### config.mk
export PLATFORM = sky130hd
export DESIGN_NAME = multdiv_ctrl
export DESIGN_NICKNAME = d
export VERILOG_FILES = /design/src/rtl/multdiv_pkg.sv /design/src/rtl/multdiv_counter.sv /design/src/rtl/multdiv_ctrl.sv
export SDC_FILE = /design/constraint.sdc
export NUM_CORES = 1
export LEC_CHECK = 0
export CAP_MARGIN = 20
export CORE_MARGIN = 1
export CORE_UTILIZATION = 30
export CTS_BUF_LIST = sky130_fd_sc_hd__clkbuf_16
export CTS_CLUSTER_SIZE = 14
export DETAILED_ROUTE_END_ITERATION = 10
export DONT_BUFFER_PORTS = 1
export GPL_ROUTABILITY_DRIVEN = 0
export MAX_ROUTING_LAYER = met4
export PLACE_DENSITY_LB_ADDON = 0.3
export SYNTH_ARGS = -nofsm -noshare
export SYNTH_HDL_FRONTEND = slang
export SYNTH_SLANG_ARGS = --single-unit
### constraint.sdc
create_clock -name clock -period 10.07 [get_ports clock]
set_input_delay 1.007 -clock clock [delete_from_list [all_inputs] [get_ports clock]]
set_output_delay 1.007 -clock clock [all_outputs]
set_load 0.01 [all_outputs]
### src/rtl/multdiv_pkg.sv
// multdiv_pkg: shared state encoding and constants for the multiply/divide sequencer
package multdiv_pkg;
   localparam int MD_WIDTH = 32;
   localparam int MD_ITERS = MD_WIDTH;
   localparam logic [MD_WIDTH-1:0] MIN_INT = {1'b1, {(MD_WIDTH-1){1'b0}}};
   typedef enum logic [1:0] {IDLE, MULT, DIV, DONE} state_t;
endpackage

### src/rtl/multdiv_counter.sv
// multdiv_counter: iteration counter with synchronous clear/enable and terminal-count flag
module multdiv_counter #(
   parameter int CNT_W = 6,
   parameter int TC    = multdiv_pkg::MD_ITERS - 1
) (
   input  logic i_clk,
   input  logic i_rst,
   input  logic i_clr,
   input  logic i_en,
   output logic o_tc
);
   logic [CNT_W-1:0] r_cnt;
   always_ff @(posedge i_clk) begin
      if (i_rst || i_clr) r_cnt <= '0;
      else if (i_en) r_cnt <= r_cnt + CNT_W'(1);
   end
   assign o_tc = (r_cnt == CNT_W'(TC));
endmodule

### src/rtl/multdiv_ctrl.sv
// multdiv_ctrl: multicycle signed multiply/divide sequencer over a shared add/sub-and-shift step
module multdiv_ctrl
   import multdiv_pkg::*;
#(
   parameter int WIDTH = MD_WIDTH,
   parameter int CNT_W = 6
) (
   input  logic             clock,
   input  logic             reset,
   input  logic             ctrl_MULT,
   input  logic             ctrl_DIV,
   input  logic [WIDTH-1:0] data_operandA,
   input  logic [WIDTH-1:0] data_operandB,
   output logic [WIDTH-1:0] data_result,
   output logic             data_exception,
   output logic             data_resultRDY,
   output logic             busy
);
   state_t r_state, w_state_n;
   logic [WIDTH-1:0] r_hi, r_lo, r_b, r_result;
   logic r_neg, r_exc;
   logic w_start, w_busy, w_mult, w_tc, w_ge, w_dz, w_exc;
   logic [WIDTH-1:0] w_mag_a, w_mag_b, w_hi_n, w_lo_n, w_quo, w_res;
   logic [WIDTH:0] w_add_a, w_add_b, w_sum;
   logic [2*WIDTH-1:0] w_prod, w_sprod;

   multdiv_counter #(.CNT_W(CNT_W), .TC(WIDTH-1)) u_cnt (
      .i_clk(clock), .i_rst(reset), .i_clr(w_start), .i_en(w_busy), .o_tc(w_tc)
   );

   assign w_start = ctrl_MULT | ctrl_DIV;
   assign w_mult  = (r_state == MULT);
   assign w_busy  = (r_state == MULT) || (r_state == DIV);
   assign w_mag_a = data_operandA[WIDTH-1] ? -data_operandA : data_operandA;
   assign w_mag_b = data_operandB[WIDTH-1] ? -data_operandB : data_operandB;

   // Multiply: {hi,lo} holds partial product over the shifting multiplier.
   // Divide: hi is the partial remainder, lo shifts dividend out and quotient in.
   assign w_add_a = w_mult ? {1'b0, r_hi} : {r_hi, r_lo[WIDTH-1]};
   assign w_add_b = {1'b0, (w_mult && !r_lo[0]) ? {WIDTH{1'b0}} : r_b};
   assign w_sum   = w_mult ? w_add_a + w_add_b : w_add_a - w_add_b;
   assign w_ge    = ~w_sum[WIDTH];
   assign w_hi_n  = w_mult ? w_sum[WIDTH:1] : (w_ge ? w_sum[WIDTH-1:0] : w_add_a[WIDTH-1:0]);
   assign w_lo_n  = w_mult ? {w_sum[0], r_lo[WIDTH-1:1]} : {r_lo[WIDTH-2:0], w_ge};

   assign w_prod  = {w_hi_n, w_lo_n};
   assign w_sprod = r_neg ? -w_prod : w_prod;
   assign w_quo   = r_neg ? -w_lo_n : w_lo_n;
   assign w_dz    = (r_b == '0);
   assign w_res   = w_mult ? w_sprod[WIDTH-1:0] : (w_dz ? {WIDTH{1'b0}} : w_quo);
   // A positive quotient with the top bit set only arises from MIN_INT / -1.
   assign w_exc   = w_mult ? (w_sprod[2*WIDTH-1:WIDTH] != {WIDTH{w_sprod[WIDTH-1]}})
                           : (w_dz || (!r_neg && w_lo_n[WIDTH-1]));

   always_comb begin
      w_state_n = r_state;
      w_state_n = ctrl_MULT ? MULT :
                  ctrl_DIV  ? DIV  :
                  w_busy    ? (w_tc ? DONE : r_state) : IDLE;
   end

   always_ff @(posedge clock) begin
      if (reset) begin
         r_state  <= IDLE;
         r_hi     <= '0;
         r_lo     <= '0;
         r_b      <= '0;
         r_neg    <= 1'b0;
         r_result <= '0;
         r_exc    <= 1'b0;
      end else begin
         r_state <= w_state_n;
         if (w_start) begin
            r_hi  <= '0;
            r_lo  <= ctrl_MULT ? w_mag_b : w_mag_a;
            r_b   <= ctrl_MULT ? w_mag_a : w_mag_b;
            r_neg <= data_operandA[WIDTH-1] ^ data_operandB[WIDTH-1];
         end else if (w_busy) begin
            r_hi <= w_hi_n;
            r_lo <= w_lo_n;
         end
         if (w_busy && w_tc && !w_start) begin
            r_result <= w_res;
            r_exc    <= w_exc;
         end
      end
   end

   assign data_result    = r_result;
   assign data_exception = r_exc;
   assign data_resultRDY = (r_state == DONE);
   assign busy           = w_busy;
endmodule

==> results of run 1 <==
-- where the power goes --
group | internal (mW) | leakage [nW] | switching, mW | total [mW]
clock | 0.395 | 0.300 | 0.294 | 0.689
combinational | 0.276 | 4.19 | 0.493 | 0.769
sequential | 0.573 | 1.13 | 0.0453 | 0.618
total | 1.24 | 5.62 | 0.832 | 2.08
-- stage by stage --
stage | total power [mW] | std cells | area [um^2]
final | 2.08 | 2507 | 15200
after CTS | 2.06 | 2504 | 15100
after global placement | 1.38 | 2472 | 14500
after detailed placement | 1.38 | 2472 | 14500
after floorplan | 1.18 | 1978 | 14000
after global routing | 2.18 | 2507 | 15200
-- synthesized netlist by cell type (23+ instances only) --
cell	number
nor3_1	48
a21oi_1	153
o31ai_1	30
xor2_1	95
nand3_1	48
o21ai_0	115
mux2_2	25
clkbuf_1	100
mux2i_1	77
inv_1	23
a211oi_1	49
nand2_1	187
ha_1	39
a22oi_1	45
xnor2_1	59
dfxtp_1	138
nor2_1	323
or3_1	32
-- area by class of cell --
class / instances / area, um^2 / share of cell area, %
Sequential cell: 138 / 2760 / 18.2
Clock buffer: 17 / 425 / 2.80
Multi-Input combinational cell: 1686 / 10700 / 70.7
Inverter: 28 / 105 / 0.693
Timing Repair Buffer: 23 / 209 / 1.38
Clock inverter: 15 / 186 / 1.23
Tap cell: 600 / 751 / 4.95
-- flip-flops by register name (all words and copies together) (netlist names) --
signal and flops:
data_result 32, data_exception 1, r_neg 1, r_state 2, r_lo 32, r_b 32
u_cnt.r_cnt 6, r_hi 32
-- path summary, 6_finish.rpt --
kind,end,startpoint
worst min register to register,u_cnt.r_cnt[0]$_SDFFE_PP0N_,u_cnt.r_cnt[0]$_SDFFE_PP0N_
worst min-delay path,u_cnt.r_cnt[0]$_SDFFE_PP0N_,u_cnt.r_cnt[0]$_SDFFE_PP0N_
worst max register to register,data_exception$_SDFFE_PP0P_,r_b[0]$_SDFFE_PP0N_
worst max-delay path,data_exception$_SDFFE_PP0P_,r_b[0]$_SDFFE_PP0N_
-- critical path, delay by kind of cell (launching register included) --
| kind | cells | cell delay (ps) |
|---|---|---|
| multiplexers | 1 | 190 |
| flip-flops | 1 | 310 |
| AO/OA/AOI/OAI | 9 | 1990 |
| buffers and inverters | 1 | 70 |
| adder cells (fa/ha/maj) | 2 | 510 |
| AND/OR/NAND/NOR | 20 | 6180 |
-- cells by family (layout without fill, tap and decap cells) --
family,Yosys count,after routing
AO/OA/AOI/OAI,579,579
XOR/XNOR,154,154
adder cells (fa/ha/maj),40,40
buffers and inverters,154,83
flip-flops,138,138
multiplexers,102,102
AND/OR/NAND/NOR,811,811
-- routing by layer --
layer | vias to the layer above | part of all wire (%)
li1 | 7078 | -
met1 | 7003 | 43
met2 | 605 | 47
met3 | 87 | 6.9
met4 | 0 | 2.9
met5 | - | 0
==> flow_summary.toml, run 1 <==
[status]
outcome = "finished, final reports clean"

[yosys]
syn-cell-area_um2 = 14000
syn_avg_cell_area_um2 = 7.09
synth_area_leaders = "dfxtp_1 20%, nor2_1 8.6%, xor2_1 5.9%, mux2i_1 5.5%, a21oi_1 5.5%"
ys_seq_area_share_pct = 19.7
ys_types = 94
synth-simple-area-share_pct = 27.5
synth_compound_area_share_pct = 27.7
synth_top_family_by_area = "compound AO/OA/AOI/OAI gates"
yosys_warnings = 0
syn_inst = 1978
ys_ff_latch = 138
async_flop_share_pct = 0
synthMuxAreaShare_pct = 7.50
synth_xor_area_share_pct = 9.62
netlist.area_leader.share_pct = 19.7
syn-num-nets = 2086
synth_area_leader_cell = "dfxtp_1"
synth_adder_area_share_pct = 3.62
synthFlopType = "dfxtp_1"
synth_edf_count = 0

[global_route]
use_met3_pct = 3.66
grt_use_total_pct = 22.5
grt_overflow = 0
grt_max_degree = 211
grt-busiest-layer = "met2"
met1_usage_pct = 28.5
grt_util_met2_pct = 36.2
antenna_found_initial = 0
grt_pass1_vias = 13654
grt_pass1_wl_mm = 80.9

[die]
io_pins = 103
die_h_um = 218
dieArea_um2 = 47600
die_x_um = 218
initial_core_util_pct = 30.6
rows = 78
core_um2 = 45800

[sta]
setup_viol = 0
slew_violations = 0
worst_hold_slack_ps = 505
finalCritPeriodShare_pct = 93.3
tns_ps = 0
slew_headroom_pct = 28.0
finalClockSkew_ps = 18.2
tightest_slew_ps = 1070
hold_viol_final = 0
fmax_mhz = 106
finalWorstSetupSlack_ps = 678
min_period_ps = 9390

[clock_tree]
cts_setup_buffers = 0
ctsHtreeMaxLevel = 4
numCtsBuffers = 17
holdBufCountCts = 0
clkSinkCount = 138
clkTransAtPathRegs_ps = 70
cts_tree = "done"
cts.repair.resized = 0
root_buffer = "clkbuf_16"
clock_latency_ps = 450
cts_buffer_depth = 2

[detailed_routing]
drc_errors = 0
wl_per_cell_um = 20.9
num_vias = 14773
drt_iter0_markers = 1411
firstDrtPassIters = 7
viasPerCell = 5.89
ant_nets = 0
routed_wl_mm = 52.5

[critical_path]
path_max_fanout = 9
required_ps = 10400
critPathKind = "register to register"
cp_data_arrival_time_ps = 9720
reg2reg_depth = 33
crit_slowest_cell = "or4_1"
cpPeakStageDelay_ps = 640
critPathMostFrequentCell = "or3_1"
crit_path_start_kind = "register"
end_kind = "register"
rrSetupSlack_ps = 680

[power]
ir_drop_mv = 0.103
power_leakage_nw = 5.62
powerDensity_nw_per_um2 = 137

[flow_run]
drv_cap = 0

[finish]
fin_nets = 2002
diodes = 0
layout_commonest_cell = "nor2_1"
layout_common_cells = "323 x nor2_1, 187 x nand2_1, 153 x a21oi_1, 137 x dfxtp_1, 115 x o21ai_0"
drive_gt1_share_pct = 7.71
area_delta_synth_final_pct = 8.21
final_core_utilization_pct = 33.2
fillCellCount = 4873

[placement]
hpwl_mm = 40.3
io_buffers = 0
place_ws_ps = 275

[worst_hold_path]
worstHoldPathCells = 2
hold_class = "register to register"
Note: power is estimated with default switching activity, not from simulation.
==> run 2, diff against run 1 <==
--- a/config.mk
+++ b/config.mk
@@ -6,8 +6,8 @@
 export NUM_CORES = 1
 export LEC_CHECK = 0
 export CAP_MARGIN = 20
-export CORE_MARGIN = 1
-export CORE_UTILIZATION = 30
+export CORE_MARGIN = 8
+export CORE_UTILIZATION = 60
 export CTS_BUF_LIST = sky130_fd_sc_hd__clkbuf_16
 export CTS_CLUSTER_SIZE = 14
 export DETAILED_ROUTE_END_ITERATION = 10
==> run 2 against run 1 <==
Compared with the run above: worst setup slack lost 220 ps; critical path depth grew 1; largest cell class unchanged; hold slack lost 7.0 ps; count of clock-buffer cells in the layout is the same; non-clock buffer count shrank 5; critical path type unchanged; wire length shrank 8.3%.
==> flow_summary.toml, run 2 (same netlist as run 1, synthesis figures left out) <==
[placement]
io_buffers = 0
hpwl_mm = 35.6
placed_area_um2 = 14100

[sta]
finalCritPeriodShare_pct = 95.5
setup_viol = 0
worst_hold_slack_ps = 498
min_period_ps = 9610
hold_viol_final = 0
tightest_slew_ps = 1180
finalClockSkew_ps = 22.5
slew_headroom_pct = 21.5
tns_ps = 0
fmax_mhz = 104
slew_violations = 0

[critical_path]
critPathMostFrequentCell = "or3_1"
critPathKind = "register to register"
timing.rr.start = "r_b[0]$_SDFFE_PP0N_"
reg2reg_depth = 34
crit_slowest_cell = "o31ai_2"
required_ps = 10370
path_max_fanout = 9
cpPeakStageDelay_ps = 740
crit_path_start_kind = "register"
rrSetupSlack_ps = 460
end_kind = "register"
cp_data_arrival_time_ps = 9910
startpoint = "r_b[0]$_SDFFE_PP0N_"
rr_endpoint = "data_exception$_SDFFE_PP0P_"

[worst_hold_path]
min_from = "u_cnt.r_cnt[0]$_SDFFE_PP0N_"
worstHoldPathCells = 2
hold_class = "register to register"
holdPathEnd = "u_cnt.r_cnt[0]$_SDFFE_PP0N_"

[global_route]
grt_util_met2_pct = 54.1
grt_max_degree = 211
grt_pass1_vias = 14200
antenna_found_initial = 0
grt-busiest-layer = "met2"
grt_overflow = 0
grt_pass1_wl_mm = 75.9
met1_usage_pct = 38.3
grt_use_total_pct = 34.0
use_met3_pct = 6.57

[power]
powerDensity_nw_per_um2 = 137
ir_drop_mv = 0.105
power_leakage_nw = 5.56

[clock_tree]
cts_buffer_depth = 2
cts_tree = "done"
numCtsBuffers = 17
clkTransAtPathRegs_ps = 70
clock_latency_ps = 440
root_buffer = "clkbuf_16"
ctsHtreeMaxLevel = 4
clkSinkCount = 138

[die]
core_um2 = 23200
rows = 56
die_x_um = 169
dieArea_um2 = 28500
io_pins = 103
initial_core_util_pct = 60.5
die_h_um = 169

[finish]
diodes = 0
final_core_utilization_pct = 63.4
drive_gt1_share_pct = 7.26
stdcell_area_um2 = 14700
layout_commonest_cell = "nor2_1"
area_delta_synth_final_pct = 4.80
fin_nets = 1997
layout_common_cells = "323 x nor2_1, 187 x nand2_1, 153 x a21oi_1, 137 x dfxtp_1, 115 x o21ai_0"

[detailed_routing]
ant_nets = 0
firstDrtPassIters = 7
routed_wl_mm = 48.2
viasPerCell = 6.87
drc_errors = 0
drt_iter0_markers = 1752
wl_per_cell_um = 21.7
num_vias = 15269

[status]
outcome = "finished, final reports clean"

[flow_run]
drv_cap = 0
run 2: cell types whose count changed in the layout (fill, tap and decap cells not counted), moves of 2 or more:
cell       before  now
nor3_4          2    0
inv_8           2    5
clkinv_8        0    2
bufinv_16       3    0
clkinv_2        2    0
buf_4          20   16
run 2: cell type report:
cell class / instances / area [um^2]
inverters: 28 / 105
flip-flops and latches: 138 / 2760
well taps: 319 / 399
fillers: 2092 / 8490
clock inverters: 15 / 153
clock buffers: 17 / 425
repair buffers: 18 / 155
multi-input cells: 1686 / 10700
run 2: layer usage:
layer / share of wire, % / vias up
met4: 8.0 / 0
met1: 37 / 7058
li1: - / 7049
met2: 46 / 918
met3: 9.5 / 244
met5: 0 / -
run 2: what timing repair did:
| action | CTS | global route |
|---|---|---|
| setup endpoints to repair | 0 | 1 |
| resized for setup | 0 | 3 |
| hold buffers | 0 | 0 |
| buffers inserted | 0 | 1 |
run 2: critical path: cells and delay by family (launching register included):
family | cells | cell delay (ps)
xor gates and xnor gates | 1 | 200
DFF | 1 | 320
adders and majority gates | 2 | 540
AOI/OAI and AO/OA | 9 | 2260
buffers and inverters | 1 | 180
muxes | 2 | 440
and+or+nand+nor | 19 | 5530
run 2: stage by stage:
stage / instances / total power [mW] / setup slack (ps)
after floorplan: 1978 / 1.18 / 41.3
after detailed placement: 2186 / 1.35 / 482
after global placement: 2186 / 1.34 / 886
after global routing: 2221 / 2.09 / -80.4
after CTS: 2218 / 1.98 / 477
final: 2221 / 2.01 / 458
run 2: worst max-delay path by stage:
stage | to | slack (ps)
after floorplan | data_exception$_SDFFE_PP0P_ | 40
after global placement | data_exception$_SDFFE_PP0P_ | 890
after detailed placement | data_exception$_SDFFE_PP0P_ | 480
after CTS | data_exception$_SDFFE_PP0P_ | 480
after global routing | data_exception$_SDFFE_PP0P_ | -80
final | data_exception$_SDFFE_PP0P_ | 460
run 2: report_power, final:
part / internal (mW) / leakage (nW) / switching (mW)
combinational: 0.271 / 4.15 / 0.483
sequential: 0.573 / 1.13 / 0.0454
clock: 0.332 / 0.282 / 0.305
total: 1.18 / 5.56 / 0.834
==> run 3, diff against run 2 <==
--- a/config.mk
+++ b/config.mk
@@ -7,14 +7,14 @@
 export LEC_CHECK = 0
 export CAP_MARGIN = 20
 export CORE_MARGIN = 8
-export CORE_UTILIZATION = 60
+export CORE_UTILIZATION = 50
 export CTS_BUF_LIST = sky130_fd_sc_hd__clkbuf_16
 export CTS_CLUSTER_SIZE = 14
 export DETAILED_ROUTE_END_ITERATION = 10
-export DONT_BUFFER_PORTS = 1
 export GPL_ROUTABILITY_DRIVEN = 0
 export MAX_ROUTING_LAYER = met4
 export PLACE_DENSITY_LB_ADDON = 0.3
 export SYNTH_ARGS = -nofsm -noshare
 export SYNTH_HDL_FRONTEND = slang
+export SYNTH_HIERARCHICAL = 1
 export SYNTH_SLANG_ARGS = --single-unit
==> run 3 against run 2 <==
Compared with the run above: non-clock buffer count rose by 107; synthesized cell count fell by 0.46%; via count rose by 0.16%; fmax rose by 5.0%; cell count rose by 6.8%; final area rose by 8.0%; clock power rose by 5.3%.
==> flow_summary.toml, run 3 <==
[critical_path]
cp_data_arrival_time_ps = 9480
crit_slowest_cell = "or4_4"
critPathKind = "register to register"
cpPeakStageDelay_ps = 610
required_ps = 10400
path_max_fanout = 8
critPathMostFrequentCell = "or3_1"
end_kind = "register"
crit_path_start_kind = "register"

[yosys]
synth_area_leaders = "dfxtp_1 20%, nor2_1 8.0%, xor2_1 5.6%, mux2i_1 5.1%, a21oi_1 5.0%"
synth_area_leader_cell = "dfxtp_1"
ys_ff_latch = 138
synth_edf_count = 0
async_flop_share_pct = 0
yosys_warnings = 6
syn_inst = 1969
syn-cell-area_um2 = 14100
syn-num-nets = 2077
synthFlopType = "dfxtp_1"
ys_top_cells_by_count = "302 x nor2_1, 185 x nand2_1, 141 x a21oi_1"
ys_seq_area_share_pct = 19.6
netlist.area_leader.share_pct = 19.6
yosysMostFrequentCell = "nor2_1"
ys_types = 88
syn_avg_cell_area_um2 = 7.16

[sta]
tns_ps = 0
fmax_mhz = 109
worst_hold_slack_ps = 510
finalClockSkew_ps = 19.4
hold_viol_final = 0
min_period_ps = 9150
slew_headroom_pct = 29.9
finalCritPeriodShare_pct = 90.9
tightest_slew_ps = 1050
finalWorstSetupSlack_ps = 918
rsz0062_at_grt = "no"
setup_viol = 0
slew_violations = 0

[power]
clock_power_share_pct = 32.1
p_total_mw = 2.09
combPwrFrac_pct = 38.4
powerDensity_nw_per_um2 = 132
internal_power_mw = 1.26
ir_drop_mv = 0.110
swShare_pct = 39.5
power_leakage_nw = 5.88
p_sw_uw = 825
seqPwrFrac_pct = 29.5

[global_route]
grt_overflow = 0
met1_usage_pct = 32.7
grt_pass1_wl_mm = 75.7
grt_max_degree = 102
grt_pass1_vias = 14190
grt_use_total_pct = 28.7
grt_util_met2_pct = 47.5
grt-busiest-layer = "met2"
antenna_found_initial = 0
use_met3_pct = 3.70

[finish]
fin_nets = 2090
area_delta_synth_final_pct = 12.6
layout_commonest_cell = "nor2_1"
fillCellCount = 2675
seqCellArea_um2 = 2760
layout_common_cells = "301 x nor2_1, 185 x nand2_1, 141 x a21oi_1, 137 x dfxtp_1, 123 x o21ai_0"
multi_input_area_um2 = 10700
diodes = 0
drive_gt1_share_pct = 7.92

[detailed_routing]
firstDrtPassIters = 6
routed_wl_mm = 48.5
wl_per_cell_um = 20.5
ant_nets = 0
num_vias = 15294
viasPerCell = 6.45
drt_iter0_markers = 1661
drc_errors = 0

[die]
io_pins = 103
dieArea_um2 = 33800
die_x_um = 184
core_um2 = 27800
rows = 61
initial_core_util_pct = 50.7
die_h_um = 184

[clock_tree]
clkSinkCount = 138
numCtsBuffers = 17
holdBufCountCts = 0
cts_tree = "done"
ctsHtreeMaxLevel = 4
clkTransAtPathRegs_ps = 70
cts.repair.resized = 0
cts_buffer_depth = 2
cts_setup_buffers = 0
root_buffer = "clkbuf_16"
clock_latency_ps = 450

[placement]
place_ws_ps = 769
hpwl_mm = 36.7
io_buffers = 102

[flow_run]
drv_cap = 0

[worst_hold_path]
hold_class = "register to register"

[status]
outcome = "finished, final reports clean"
run 3: changes by cell type in the layout (fill, tap and decap cells not counted), sizes merged, moves of 8 or more:
cell	change
nand2b	-8
clkdlybuf4s50	+99
nor2	-20
o211ai	+11
buf	+8
o31ai	+10
o21ai	+8
a21oi	-13
nand3	-12
mux2	+22
run 3: metrics by stage:
| step | instances | instance area [um^2] | util [%] |
|---|---|---|---|
| 6_report | 2373 | 15900 | 57.2 |
| 5_1_grt | 2373 | 15900 | 57.2 |
| 4_1_cts | 2372 | 15800 | 57.0 |
| 3_5_place_dp | 2340 | 15200 | 54.8 |
| 3_3_place_gp | 2340 | 15200 | 54.8 |
| 2_1_floorplan | 1969 | 14100 | - |
run 3: critical path, delay by kind of cell (launching register included):
| family | cells | cell delay [ps] |
|---|---|---|
| simple gates | 21 | 6400 |
| flops | 1 | 360 |
| buf+inv | 1 | 60 |
| mux | 1 | 300 |
| fa+ha+maj | 2 | 530 |
| compound gates | 6 | 1030 |
| xor+xnor | 2 | 300 |
run 3: cell type report:
class / instances / area share [%]
clock buffer: 17 / 2.68
clock inverter: 15 / 1.18
inverter: 36 / 0.851
multi-input combinational: 1664 / 67.3
sequential: 138 / 17.4
tap: 378 / 2.98
timing repair buffer: 125 / 7.56
run 3: power by group through the flow:
stage          clock, mW  sequential (mW)  combinational, mW
4_1_cts            0.675            0.614              0.784
6_report           0.671            0.617              0.802
3_5_place_dp           0            0.626              0.778
3_3_place_gp           0            0.624              0.768
2_1_floorplan          0            0.609              0.572
5_1_grt            0.696            0.619              0.870
run 3: path summary, 6_finish.rpt:
| kind | startpoint | endpoint | slack (ps) | cells past startpoint |
|---|---|---|---|---|
| max | r_b[2]$_SDFFE_PP0N_ | data_exception$_SDFFE_PP0P_ | 920 | 33 |
| min reg2reg | data_result[0]$_SDFFE_PP0P_ | data_result[0]$_SDFFE_PP0P_ | 510 | 2 |
| min | data_result[0]$_SDFFE_PP0P_ | data_result[0]$_SDFFE_PP0P_ | 510 | 2 |
| max reg2reg | r_b[2]$_SDFFE_PP0N_ | data_exception$_SDFFE_PP0P_ | 920 | 33 |
run 3: cells by family (layout without fill, tap and decap cells):
| kind of cell | after synthesis | count (layout) | share of synthesized area, % |
|---|---|---|---|
| flops | 138 | 138 | 19.6 |
| fa+ha+maj | 40 | 40 | 3.60 |
| xor+xnor | 151 | 151 | 9.49 |
| mux | 119 | 119 | 8.87 |
| buf+inv | 167 | 193 | 4.73 |
| compound gates | 595 | 595 | 28.3 |
| simple gates | 759 | 759 | 25.4 |
run 3: layer usage:
| metal | vias up | share of wire [%] |
|---|---|---|
| met5 | - | 0 |
| met4 | 0 | 6.5 |
| met3 | 172 | 6.6 |
| met2 | 748 | 47 |
| met1 | 7107 | 39 |
| li1 | 7267 | - |
